[config.mk]
export PLATFORM = sky130hd
export DESIGN_NAME = binary_to_bcd_converter
export DESIGN_NICKNAME = d
export VERILOG_FILES = /design/src/rtl/bin2bcd_pkg.sv /design/src/rtl/bcd_digit_adj.sv /design/src/rtl/binary_to_bcd_converter.sv
export SDC_FILE = /design/constraint.sdc
export NUM_CORES = 1
export LEC_CHECK = 0
export CAP_MARGIN = 10
export CORE_MARGIN = 8
export CORE_UTILIZATION = 45
export DETAILED_ROUTE_END_ITERATION = 10
export GPL_TIMING_DRIVEN = 0
export PLACE_DENSITY_LB_ADDON = 0.1
export SETUP_SLACK_MARGIN = 0.1
export SKIP_LAST_GASP = 1
export SYNTH_ARGS = -nofsm -noshare
export SYNTH_HDL_FRONTEND = slang
export SYNTH_SLANG_ARGS = --single-unit
[constraint.sdc]
create_clock -name clk_i -period 2.1 [get_ports clk_i]
set_input_delay 0.42 -clock clk_i [delete_from_list [all_inputs] [get_ports clk_i]]
set_output_delay 0.42 -clock clk_i [all_outputs]
set_load 0.02 [all_outputs]
[src/rtl/bin2bcd_pkg.sv]
// Shared types and defaults for the double-dabble converter.
// Optional leading-zero skip helper exists only with BIN2BCD_SKIP_LZ_EN.
package bin2bcd_pkg;

  localparam int BIN_W_DEF  = 32;
  localparam int DIGITS_DEF = 10;
  localparam int LZ_W       = 64;

  typedef enum logic [1:0] {
    IDLE,
    OP,
    DONE
  } state_t;

`ifdef BIN2BCD_SKIP_LZ_EN
  // Leading zeros of the low w bits of v; returns w when all are zero.
  function automatic int unsigned lzc(
    input logic [LZ_W-1:0] v,
    input int unsigned     w
  );
    lzc = w;
    for (int unsigned i = 0; i < LZ_W; i++) begin
      if (i < w && v[i]) lzc = w - 1 - i;
    end
  endfunction
`endif

endpackage

[src/rtl/bcd_digit_adj.sv]
// Double-dabble digit correction: adds 3 to a digit of 5 or more.
// Ports: d_i raw BCD digit, d_o corrected digit (no carry out).
module bcd_digit_adj (
  input  logic [3:0] d_i,
  output logic [3:0] d_o
);

  assign d_o = (d_i >= 4'd5) ? d_i + 4'd3 : d_i;

endmodule

[src/rtl/binary_to_bcd_converter.sv]
// Sequential shift-add-3 binary to packed BCD converter, one shift/clk.
// Ports: clk_i, reset_i (sync, high), start_i/ready_o/done_o handshake,
// binary_i operand, BCD_o registered result (digit 0 in [3:0]).
// Build option: BIN2BCD_SKIP_LZ_EN skips the operand's leading zeros.
module binary_to_bcd_converter
  import bin2bcd_pkg::*;
#(
  parameter int BIN_W  = BIN_W_DEF,
  parameter int DIGITS = DIGITS_DEF
) (
  input  logic                  clk_i,
  input  logic                  reset_i,
  input  logic                  start_i,
  input  logic [BIN_W-1:0]      binary_i,
  output logic                  ready_o,
  output logic                  done_o,
  output logic [4*DIGITS-1:0]   BCD_o
);

  localparam int BW = 4 * DIGITS;
  localparam int NW = $clog2(BIN_W + 1);

  state_t            state_q, state_d;
  logic [BIN_W-1:0]  bin_q, bin_d;
  logic [BW-1:0]     bcd_q, bcd_d;
  logic [BW-1:0]     out_q, out_d;
  logic [NW-1:0]     n_q, n_d;
  logic [BW-1:0]     adj;
  logic [BW+BIN_W-1:0] shl;
  logic [BIN_W-1:0]  bin_load;
  logic [NW-1:0]     n_load;

  for (genvar i = 0; i < DIGITS; i++) begin : g_adj
    bcd_digit_adj u_adj (
      .d_i (bcd_q[4*i +: 4]),
      .d_o (adj[4*i +: 4])
    );
  end

  assign shl = {adj, bin_q} << 1;

`ifdef BIN2BCD_SKIP_LZ_EN
  logic [NW-1:0] lz;

  assign lz = NW'(lzc(LZ_W'(binary_i), BIN_W));
  assign bin_load = binary_i << lz;
  // An all-zero operand still needs one shift to reach DONE.
  assign n_load = (lz == NW'(BIN_W)) ? NW'(1)
                                     : NW'(BIN_W) - lz;
`else
  assign bin_load = binary_i;
  assign n_load   = NW'(BIN_W);
`endif

  always_comb begin
    state_d = state_q;
    bin_d   = bin_q;
    bcd_d   = bcd_q;
    n_d     = n_q;
    out_d   = out_q;
    unique case (state_q)
      IDLE: begin
        if (start_i) begin
          bin_d   = bin_load;
          bcd_d   = '0;
          n_d     = n_load;
          state_d = OP;
        end
      end
      OP: begin
        bcd_d = shl[BW+BIN_W-1:BIN_W];
        bin_d = shl[BIN_W-1:0];
        n_d   = n_q - NW'(1);
        if (n_q == NW'(1)) begin
          out_d   = shl[BW+BIN_W-1:BIN_W];
          state_d = DONE;
        end
      end
      DONE:    state_d = IDLE;
      default: state_d = IDLE;
    endcase
  end

  always_ff @(posedge clk_i) begin
    if (reset_i) begin
      state_q <= IDLE;
      bin_q   <= '0;
      bcd_q   <= '0;
      n_q     <= '0;
      out_q   <= '0;
    end else begin
      state_q <= state_d;
      bin_q   <= bin_d;
      bcd_q   <= bcd_d;
      n_q     <= n_d;
      out_q   <= out_d;
    end
  end

  assign ready_o = (state_q == IDLE);
  assign done_o  = (state_q == DONE);
  assign BCD_o   = out_q;

endmodule

# Word level (Yosys, flattened, before mapping)
# Cells that the tools add are included.
dict set report totals {
  output_inout_bits 42
  register_bits 120
  input_bits 35
  wordCells 55
}
dict set report classes {
  n_reduce_logical 5
  n_eq_ne 5
  n_lt_le_gt_ge 10
  addsub 11
  n_mux 19
}
# cell count
set ops {}
lappend ops {{$pmux 40 s2} 1}
lappend ops {{$pmux 32 s2} 1}
lappend ops {{$ge 4x3->1 const B} 10}
lappend ops {{$mux 40} 1}
lappend ops {{$add 4x2->4 const B} 9}
lappend ops {{$mux 4} 9}
lappend ops {{$mux 32} 1}
lappend ops {{$pmux 6 s2} 1}
lappend ops {{$eq 6x1->1 const B} 1}
lappend ops {{$mux 6} 1}
lappend ops {{$reduce_and 2->1} 3}
lappend ops {{$sub 6x1->6 const B} 1}
lappend ops {{$mux 2} 2}
lappend ops {{$ne 2x2->1 const B} 2}
lappend ops {{$pmux 2 s2} 1}
lappend ops {{$add 3x2->3 const B} 1}
lappend ops {{$mux 3} 1}
lappend ops {{$eq 2x1->1 const B} 1}
lappend ops {{$eq 2x2->1 const B} 1}
lappend ops {{$logic_not 2->1} 1}
lappend ops {{$reduce_bool 2->1} 1}

# Logic depth before layout (Yosys ltp)
dict set report depth {
  depth_word 3
  ltp_mapped 7
  mapped_depth_nobuf 6
}

# Modules after synthesis
# A second synthesis with hierarchy kept.
dict set report hier_totals {
  cells_unflattened 724
  area_unflattened_um2 6206.0
}
# module seq_area_each_um2 cells_each area_each_um2 instances
set by_module_without_submodules {}
lappend by_module_without_submodules {binary_to_bcd_converter 2402.3 564 5192.5 1}
lappend by_module_without_submodules {bcd_digit_adj 0.0 16 101.3 10}

# Least setup slack after synthesis
# Ideal clock, no wire load.
dict set report synth_path {
  path_type {register -> output}
  from {register state_q[1]}
  to {output port done_o}
  stages_incl_launch_ff 5
  arrival_ns 1.509
  slack_ns 0.171
  required_ns 1.680
  path_buffers 3
  cell_sequence {dfxtp_1 clkbuf_1 clkbuf_1 clkbuf_1 nor2b_1}
}
dict set report synth_between {
  elab_chain_len 1
}
# element line_no
set synth_rtl {}
lappend synth_rtl {{from (decl)} binary_to_bcd_converter.sv:23} ;# state_t state_q, state_d;
lappend synth_rtl {{from (signal assigned)} binary_to_bcd_converter.sv:92} ;# state_q <= state_d;
lappend synth_rtl {{$eq 2x2->1} binary_to_bcd_converter.sv:101} ;# assign done_o = (state_q == DONE);
lappend synth_rtl {{to (decl)} binary_to_bcd_converter.sv:16} ;# output logic done_o,
# No other way between the ends.

# Final worst setup path
# Ends and elaborated chain as after synthesis.

==> results.ini <==
[cells_and_area]
num_antenna_cells = 0
layout-drive-gt1-share_pct = 9.041
final_nets = 777
syn_to_final_growth_pct = 27.20
finalNonFillerCells = 877

[floorplanning]
core_um2 = 11910
num_rows = 40
fp.dieW_um = 126.2
die_area_um2 = 15920
initial_core_util_pct = 45.87
pin_count = 77
die_y_um = 126.2

[clocking]
cts_root_buf = clkbuf_16
insertion_delay_ns = 0.41
htree_num_levels = 4
cts_sinks = 120
cts-buffers-inserted = 17
clkTransAtPathRegs_ns = 0.05
tritoncts = built
cts_buffer_depth = 2
cts_setup_buffers = 0

[yosys]
synthSimpleGateAreaFrac_pct = 21.43
synth_warnings = 0
ys_seq_area_share_pct = 43.97
synth_area_um2 = 5464
synth-edff-count = 0
synth-compound-area-share_pct = 20.33
synth_seq_cells = 120
ys.flop_type = dfxtp_1
synth_top_family_by_area = simple AND/OR/NAND/NOR gates
synth_cell_types = 38
netlist_instances = 626
ys_async_sr_fraction_pct = 0
avgSynthCellArea_um2 = 8.728
syn-num-nets = 683
synthMuxAreaShare_pct = 2.450
synth_adder_area_share_pct = 5.038
synthXorXnorAreaFrac_pct = 1.763

[place]
place_ws_ns = -0.5671
dpl.hpwl_um = 9664
portBuffers = 75
place_inst = 848
gp_congestion = 0.8230

[route]
routedWlPerCell_um = 15.47
drtAntennaViolNets = 0
vias = 4704
via_per_inst = 5.364
drt-initial-drc-count = 390
drc = 0
wl_um = 13570
drt_pass1_iterations = 5

[timing]
setup_viol = 0
worstMarginPinSlew_ns = 0.5665
fin_worst_skew_ns = 0.005771
finalWorstSetupSlack_ns = 0.1404
period_minus_slack_ns = 1.960
max_slew_margin_pct = 62.23
hold_viol = 0
max_freq_mhz = 510.3
post-route-period-util_pct = 93.31
rsz0062_at_grt = yes
maxSlewViolCount = 0

[setup_path]
crit_arrival_ns = 1.54
cp-end-kind = output port
path_max_fanout = 10
critical_path_class = flip-flop to output port
crit_path_start_kind = flip-flop
required_ns = 1.68
r2r_slack_ns = 0.29

[pwr]
total_power_uw = 5637
vdd_ir_drop_max_uv = 544.0
power.leakage_uw = 0.002485
power_density_nw_per_um2 = 811.1

[run]
drv_cap = 0

[grt]
use_met2_pct = 27.32
grt_pass1_wl_um = 22510
grt_pass1_vias = 4595
met1_usage_pct = 22.04
met3_usage_pct = 4.599
grt_overflow = 0
grt_max_degree = 17
busiest_layer = met2
antenna_found_initial = 0
grt_use_total_pct = 17.50

[hold_path]
hold_path_class = flip-flop to flip-flop

[outcome]
status = completed

==> metrics by stage <==
step           area (um^2)  setup TNS [ns]  util (%)  hold slack [ns]
2_1_floorplan         5464               0         -           0.4323
3_3_place_gp          6399          -13.52     53.72           0.4463
3_5_place_dp          6399          -12.63     53.72           0.4544
4_1_cts               6947               0     58.32           0.4675
5_1_grt               6950               0     58.35           0.4824
6_report              6950               0     58.35           0.4699
==> final timing paths <==
path,cells after the start,from,endpoint
max,5,state_q[1]$_SDFFE_PP0P_,done_o
min,2,bin_q[31]$_SDFFE_PP0P_,bcd_q[0]$_SDFFE_PP0P_
max reg2reg,5,n_q[2]$_SDFFE_PP0P_,BCD_o[29]$_SDFFE_PP0P_
min reg2reg,2,bin_q[31]$_SDFFE_PP0P_,bcd_q[0]$_SDFFE_PP0P_
==> layout by cell type (no fill, tap or decap), types with 4 or more instances in the layout <==
cell and n:
clkbuf_1 32, inv_1 25, nor3_1 27, o21ai_0 14, a22o_1 5, nor2b_1 26, dfxtp_1 119, ha_1 22
nor2_1 104, clkbuf_8 4, mux2_2 11, buf_4 5, buf_2 5, a211oi_1 12, clkbuf_16 17, o22ai_1 20
a211oi_2 8, a21oi_1 58, o2bb2ai_1 39, nand2_1 13, xnor2_1 11, nand2b_1 31, nor3b_1 20, clkdlybuf4s50_1 73
==> flip-flops by register name, indices dropped and copies added, names as in the netlist <==
signal   count
BCD_o       40
bin_q       32
state_q      2
bcd_q       40
n_q          6
==> logic make-up (layout without fill, tap and decap cells) <==
group	Yosys count	in the layout
multiplexers	12	12
XOR/XNOR	11	11
AND/OR/NAND/NOR	232	232
adder cells (fa/ha/maj)	22	22
flip-flops	120	120
buffers and inverters	67	171
AO/OA/AOI/OAI	162	162
==> layer usage <==
| metal | share of wire [%] | vias up |
|---|---|---|
| met2 | 46 | 104 |
| met4 | 1.8 | 0 |
| met5 | 0 | - |
| li1 | - | 2377 |
| met3 | 4.5 | 18 |
| met1 | 48 | 2205 |
==> critical path: stages, from the launching register on <==
cell and delay, ns:
dfxtp_1 0.30, buf_4 0.16, clkbuf_8 0.18, buf_4 0.17, nor2b_1 0.14, buf_2 0.17
==> cells in the mapped netlist (11+ instances only) <==
cell type | n | area share (%)
clkbuf_1 | 33 | 2.3
o2bb2ai_1 | 39 | 6.3
inv_1 | 25 | 1.7
nor3_1 | 27 | 2.5
nor3b_1 | 20 | 2.7
nand2b_1 | 31 | 3.5
xnor2_1 | 11 | 1.8
o22ai_1 | 20 | 2.3
nand2_1 | 13 | 0.89
dfxtp_1 | 120 | 44
nor2_1 | 105 | 7.2
a211oi_1 | 12 | 1.6
nor2b_1 | 26 | 3.0
a21oi_1 | 58 | 5.3
mux2_2 | 11 | 2.3
o21ai_0 | 14 | 1.3
ha_1 | 22 | 5.0
==> repair_timing <==
action | 4_1_cts | 5_1_grt
gates resized for setup | 21 | 4
pin swaps | 0 | 0
setup endpoints to repair | 32 | 28
hold buffers | 0 | 0
==> cell type report <==
| cell class | count | area [um^2] |
|---|---|---|
| timing repair buffer | 75 | 740.7 |
| clock buffer | 25 | 485.5 |
| inverter | 25 | 93.84 |
| buffer | 42 | 207.7 |
| sequential | 120 | 2404 |
| tap | 147 | 183.9 |
| clock inverter | 4 | 45.04 |
| fill | 1068 | 4961 |
| multi-input combinational | 439 | 2790 |
==> power by group <==
group,internal (uW),switching (uW),leakage (uW),total (uW)
clock,1690,961,0.000263,2650
combinational,247,310,0.00125,557
sequential,2370,56.3,0.000976,2430
total,4310,1330,0.00248,5640
No activity file was read; power rests on OpenSTA's default activity.
==> RTL edit 1 (config.mk and constraints unchanged) <==
Encoding of `state_t`: now one-hot (3 bits for 3 states).
--- a/src/rtl/bin2bcd_pkg.sv
+++ b/src/rtl/bin2bcd_pkg.sv
@@ -8,6 +8,6 @@
 
-  typedef enum logic [1:0] {
-    IDLE,
-    OP,
-    DONE
+  typedef enum logic [2:0] {
+    IDLE = 3'b001,
+    OP   = 3'b010,
+    DONE = 3'b100
   } state_t;
Behaviour: no difference found for any inputs over 10 cycles, from zero or initial values and one cycle with reset_i high; not proved beyond that.
==> RTL edit 1 against the unedited design <==
Combinational power is 37% lower; setup slack better by 0.043 ns; sequential share of layout area is 1.3 points higher; design area is 2.8% lower; sequential cell count is 1 higher; wire length is 2.0% lower; total power is 5.1% lower; core utilization is 0.80 points higher; synthesized area is 3.3% lower; largest power group unchanged.
==> RTL edit 1: results (changes against the unedited design) <==
[finish]
nNetsFinal = 722  ; -7.1%
clkbuf_count = 26  ; +4.0%
clock_tree_area_fraction_pct = 7.76  ; +0.13 points
seq-cell-share_pct = 35.9  ; +1.3 points
multi_input_gates = 383  ; -13%
nonClockInverterCount = 24  ; -4.0%
non_clock_buffer_area_share_pct = 14.1  ; +0.45 points
non_clock_buffer_count = 118  ; +0.85%
area.growth.synth_to_final_pct = 27.8
post-route-util_pct = 59.1  ; +0.80 points
regArea_um2 = 2420  ; +0.78%
drive_above_1_share_pct = 9.33  ; +0.29 points

[power_and_ir_drop]
switching_power_mw = 1.19  ; -10%
power_mw = 5.35  ; -5.1%
seq_pwr_share_pct = 44.9  ; +1.8 points
p_clk_share_pct = 48.5  ; +1.4 points
power.leakage_nw = 2.37  ; -4.8%
vdd.ir_drop.worst_v = 0.000586  ; +7.8%

[sta]
fin_worst_skew_ns = 0.0146  ; +0.00887 ns
worst-slew-pin-transition_ns = 0.634  ; +0.0675 ns
timing.hold.ws_ns = 0.464  ; -0.00612 ns

[global_routing]
global_route.usage.total_pct = 17.4  ; -0.14 points
groute.layer.met2.usage_pct = 27.9  ; +0.55 points
met3_track_demand_over_resource_in_global_routing_pct = 5.87  ; +1.3 points
grt_first_pass_wirelength_um = 22200  ; -1.5%
globalRouteMet1Util_pct = 21.1  ; -0.90 points
grt_pass1_vias = 4509  ; -1.9%

[placement]
placed_cell_area_um2 = 6210  ; -2.9%
dpl.hpwl_um = 9360  ; -3.2%
dpl_worst_slack_ns = -0.132  ; +0.435 ns
gpl.final_weighted_congestion = 0.825  ; +0.23%

[cts]
ctsResizeCount = 3  ; -86%
cts.sink_count = 121  ; +0.83%

[yosys]
synth_commonest_cells = 121 x dfxtp_1, 60 x nor2_1, 52 x a21oi_1
netlist_instances = 569  ; -9.1%
synth.yosys.seq_area_share_pct = 45.8  ; +1.9 points

[routing]
drt-vias-per-instance = 5.43  ; +1.3%
count_of_routing_violations_after_the_opening_detailed_route_iteration = 305  ; -22%
met2WireLength_um = 6280  ; +1.1%
route.vias.total = 4445  ; -5.5%
detailedRoute.firstPassIterationCount = 4  ; -1
finalWirelength_um = 13300  ; -2.0%
met1Wirelength_um = 6180  ; -5.0%

[status]
status = finished clean

[setup_path]
critPathMaxFanout = 8  ; -2
reg2reg_setup_slack_ns = 0.25  ; -0.04 ns
cpPeakStageDelay_ns = 0.46  ; +0.16 ns

RTL edit 1: cell types whose count changed after synthesis, moves of 9 or more:
cell,change
nor3_1,-25
a2bb2oi_1,+10
a211oi_1,+25
a22oi_1,+14
nor2b_1,-25
buf_2,+13
clkbuf_1,-13
nand2_1,+9
nor2_1,-45
RTL edit 1: final timing paths:
check,start,end,cells after the start
min,bin_q[24],bin_q[24],1
max,state_q[0],ready_o,2
min reg2reg,bin_q[24],bin_q[24],1
max reg2reg,state_q[2],bcd_q[9],6
RTL edit 1: cell families after synthesis:
kind of cell	after synthesis	synth area share [%]
buffers and inverters	65	5.21
DFF	121	45.8
and+or+nand+nor	151	15.0
xor gates and xnor gates	13	2.15
adders and majority gates	22	5.21
AOI/OAI and AO/OA	186	24.3
muxes	11	2.32
RTL edit 1: critical path, delay by kind of cell, from the launching register on:
family | cells | cell delay [ns]
buffers and inverters | 1 | 0.37
AND/OR/NAND/NOR | 1 | 0.25
flip-flops | 1 | 0.46
==> RTL edit 2 (same settings) <==
Made on the original files. The package constant `BIN_W_DEF` goes from 32 to 16.
--- a/src/rtl/bin2bcd_pkg.sv
+++ b/src/rtl/bin2bcd_pkg.sv
@@ -4,3 +4,3 @@
 
-  localparam int BIN_W_DEF  = 32;
+  localparam int BIN_W_DEF  = 16;
   localparam int DIGITS_DEF = 10;
Interface: changed (resized binary_i); port bits go from 77 to 61. The function was not compared with the original's and may differ.
==> RTL edit 2 against the unedited design <==
Total power is 36% lower; sequential cell count shrank 17; wire length fell by 12%; clock skew grew 0.0060 ns; synthesized area fell by 15%; setup slack improved by 0.045 ns; non-clock buffer count decreased by 25; design area down 19%; largest cell class unchanged; largest power group is now registers.
==> RTL edit 2: results (changes against the unedited design) <==
[status]
status = finished clean

[yosys]
synth.top_cells.by_area = dfxtp_1 45%, ha_1 5.9%, o22ai_1 5.5%, nand2b_1 4.9%, nor2_1 4.9%
synth_adder_area_share_pct = 5.94  ; +0.91 points
fraction_of_the_mapped_netlist_area_in_compound_gates_pct = 21.4  ; +1.0 points
synthDistinctLibCells = 32  ; -16%
synth.yosys.seq_area_share_pct = 44.5  ; +0.56 points
synth_commonest_cells = 103 x dfxtp_1, 60 x nor2_1, 41 x o22ai_1

[power_and_ir_drop]
power.leakage_nw = 1.95  ; -22%

[global_routing]
global_route.usage.total_pct = 17.2  ; -0.31 points
grt_first_pass_wirelength_um = 19500  ; -13%

[finish]
nNetsFinal = 639  ; -18%

[setup_path]
reg2reg_setup_slack_ns = 0.26  ; -0.03 ns
critical-path-slowest-cell = dfxtp_2
timing.rr.start = n_q[0]
cpPeakStageDelay_ns = 0.36  ; +0.06 ns
crit-reg2reg-capture = BCD_o[27]

[cts]
clock_tree.htree_level_count = 3  ; -1
clk_root_buffer_cell = clkbuf_8
clk_latency_ns = 0.37  ; -0.04 ns
cts_buffers = 9  ; -8
ctsResizeCount = 14  ; -33%

[routing]
routed_len_inst_um = 16.1  ; +4.0%
count_of_routing_violations_after_the_opening_detailed_route_iteration = 163  ; -58%
detailedRoute.firstPassIterationCount = 4  ; -1
route.vias.total = 3955  ; -16%

[placement]
buffer_ports.inserted = 60  ; -20%
dpl.hpwl_um = 8410  ; -13%
gpl.final_weighted_congestion = 0.770  ; -6.5%
dpl_worst_slack_ns = -0.646  ; -0.0786 ns

[sta]
fin_worst_skew_ns = 0.0118  ; +0.00603 ns

==> RTL edit 2: changes by cell type after synthesis, sizes merged, moves of 15 or more <==
cell     change
a21oi       -18
nor3        -15
nor2        -45
o2bb2ai     -39
o22ai       +21
dfxtp       -17
nor2b       -15
==> RTL edit 2: layout make-up <==
cell class / count / area share (%)
multi-input combinational: 368 / 42.0
sequential: 103 / 36.8
timing repair buffer: 60 / 10.6
tap: 136 / 3.03
buffer: 32 / 2.92
clock buffer: 13 / 2.83
inverter: 24 / 1.60
clock inverter: 3 / 0.312
==> RTL edit 2: where the power goes <==
group / internal, mW / switching, mW / total (mW)
combinational: 0.167 / 0.219 / 0.387
sequential: 2.00 / 0.0351 / 2.04
clock: 0.494 / 0.672 / 1.17
total: 2.67 / 0.927 / 3.59
==> RTL edit 2: tightest hold or removal path, stage by stage (launching register included) <==
cell and delay, ns:
dfxtp_1 0.32, nand2b_1 0.06, o22ai_1 0.07
==> RTL edit 2: kinds of logic (layout without fill, tap and decap cells) <==
group | after synthesis | count (layout)
flip-flops | 103 | 103
AND/OR/NAND/NOR | 167 | 167
adder cells (fa/ha/maj) | 22 | 22
XOR/XNOR | 10 | 10
multiplexers | 13 | 13
buffers and inverters | 56 | 132
AO/OA/AOI/OAI | 156 | 156
==> RTL edit 2: how the worst max path moves through the flow <==
| stage | startpoint | end |
|---|---|---|
| after floorplan | state_q[1] | done_o |
| after global placement | reset_i | BCD_o[31] |
| after detailed placement | reset_i | BCD_o[27] |
| after CTS | state_q[1] | done_o |
| after global routing | n_q[0] | BCD_o[30] |
| final | state_q[0] | ready_o |
==> RTL edit 2: layer usage <==
| metal | up-vias | part of all wire (%) | GRT usage (%) |
|---|---|---|---|
| li1 | 2002 | - | - |
| met1 | 1888 | 48 | 21.3 |
| met2 | 52 | 47 | 28.5 |
| met3 | 13 | 3.8 | 4.12 |
| met4 | 0 | 1.5 | 5.76 |
| met5 | - | 0 | 0 |
==> RTL edit 2: per-stage QoR <==
| stage | cells | cell area [um2] | utilization, % | hold slack [ns] |
|---|---|---|---|---|
| 2_1_floorplan | 527 | 4630 | - | 0.447 |
| 3_3_place_gp | 723 | 5400 | 53.3 | 0.466 |
| 3_5_place_dp | 723 | 5400 | 53.3 | 0.469 |
| 4_1_cts | 739 | 5600 | 55.2 | 0.495 |
| 5_1_grt | 739 | 5610 | 55.4 | 0.513 |
| 6_report | 739 | 5610 | 55.4 | 0.491 |
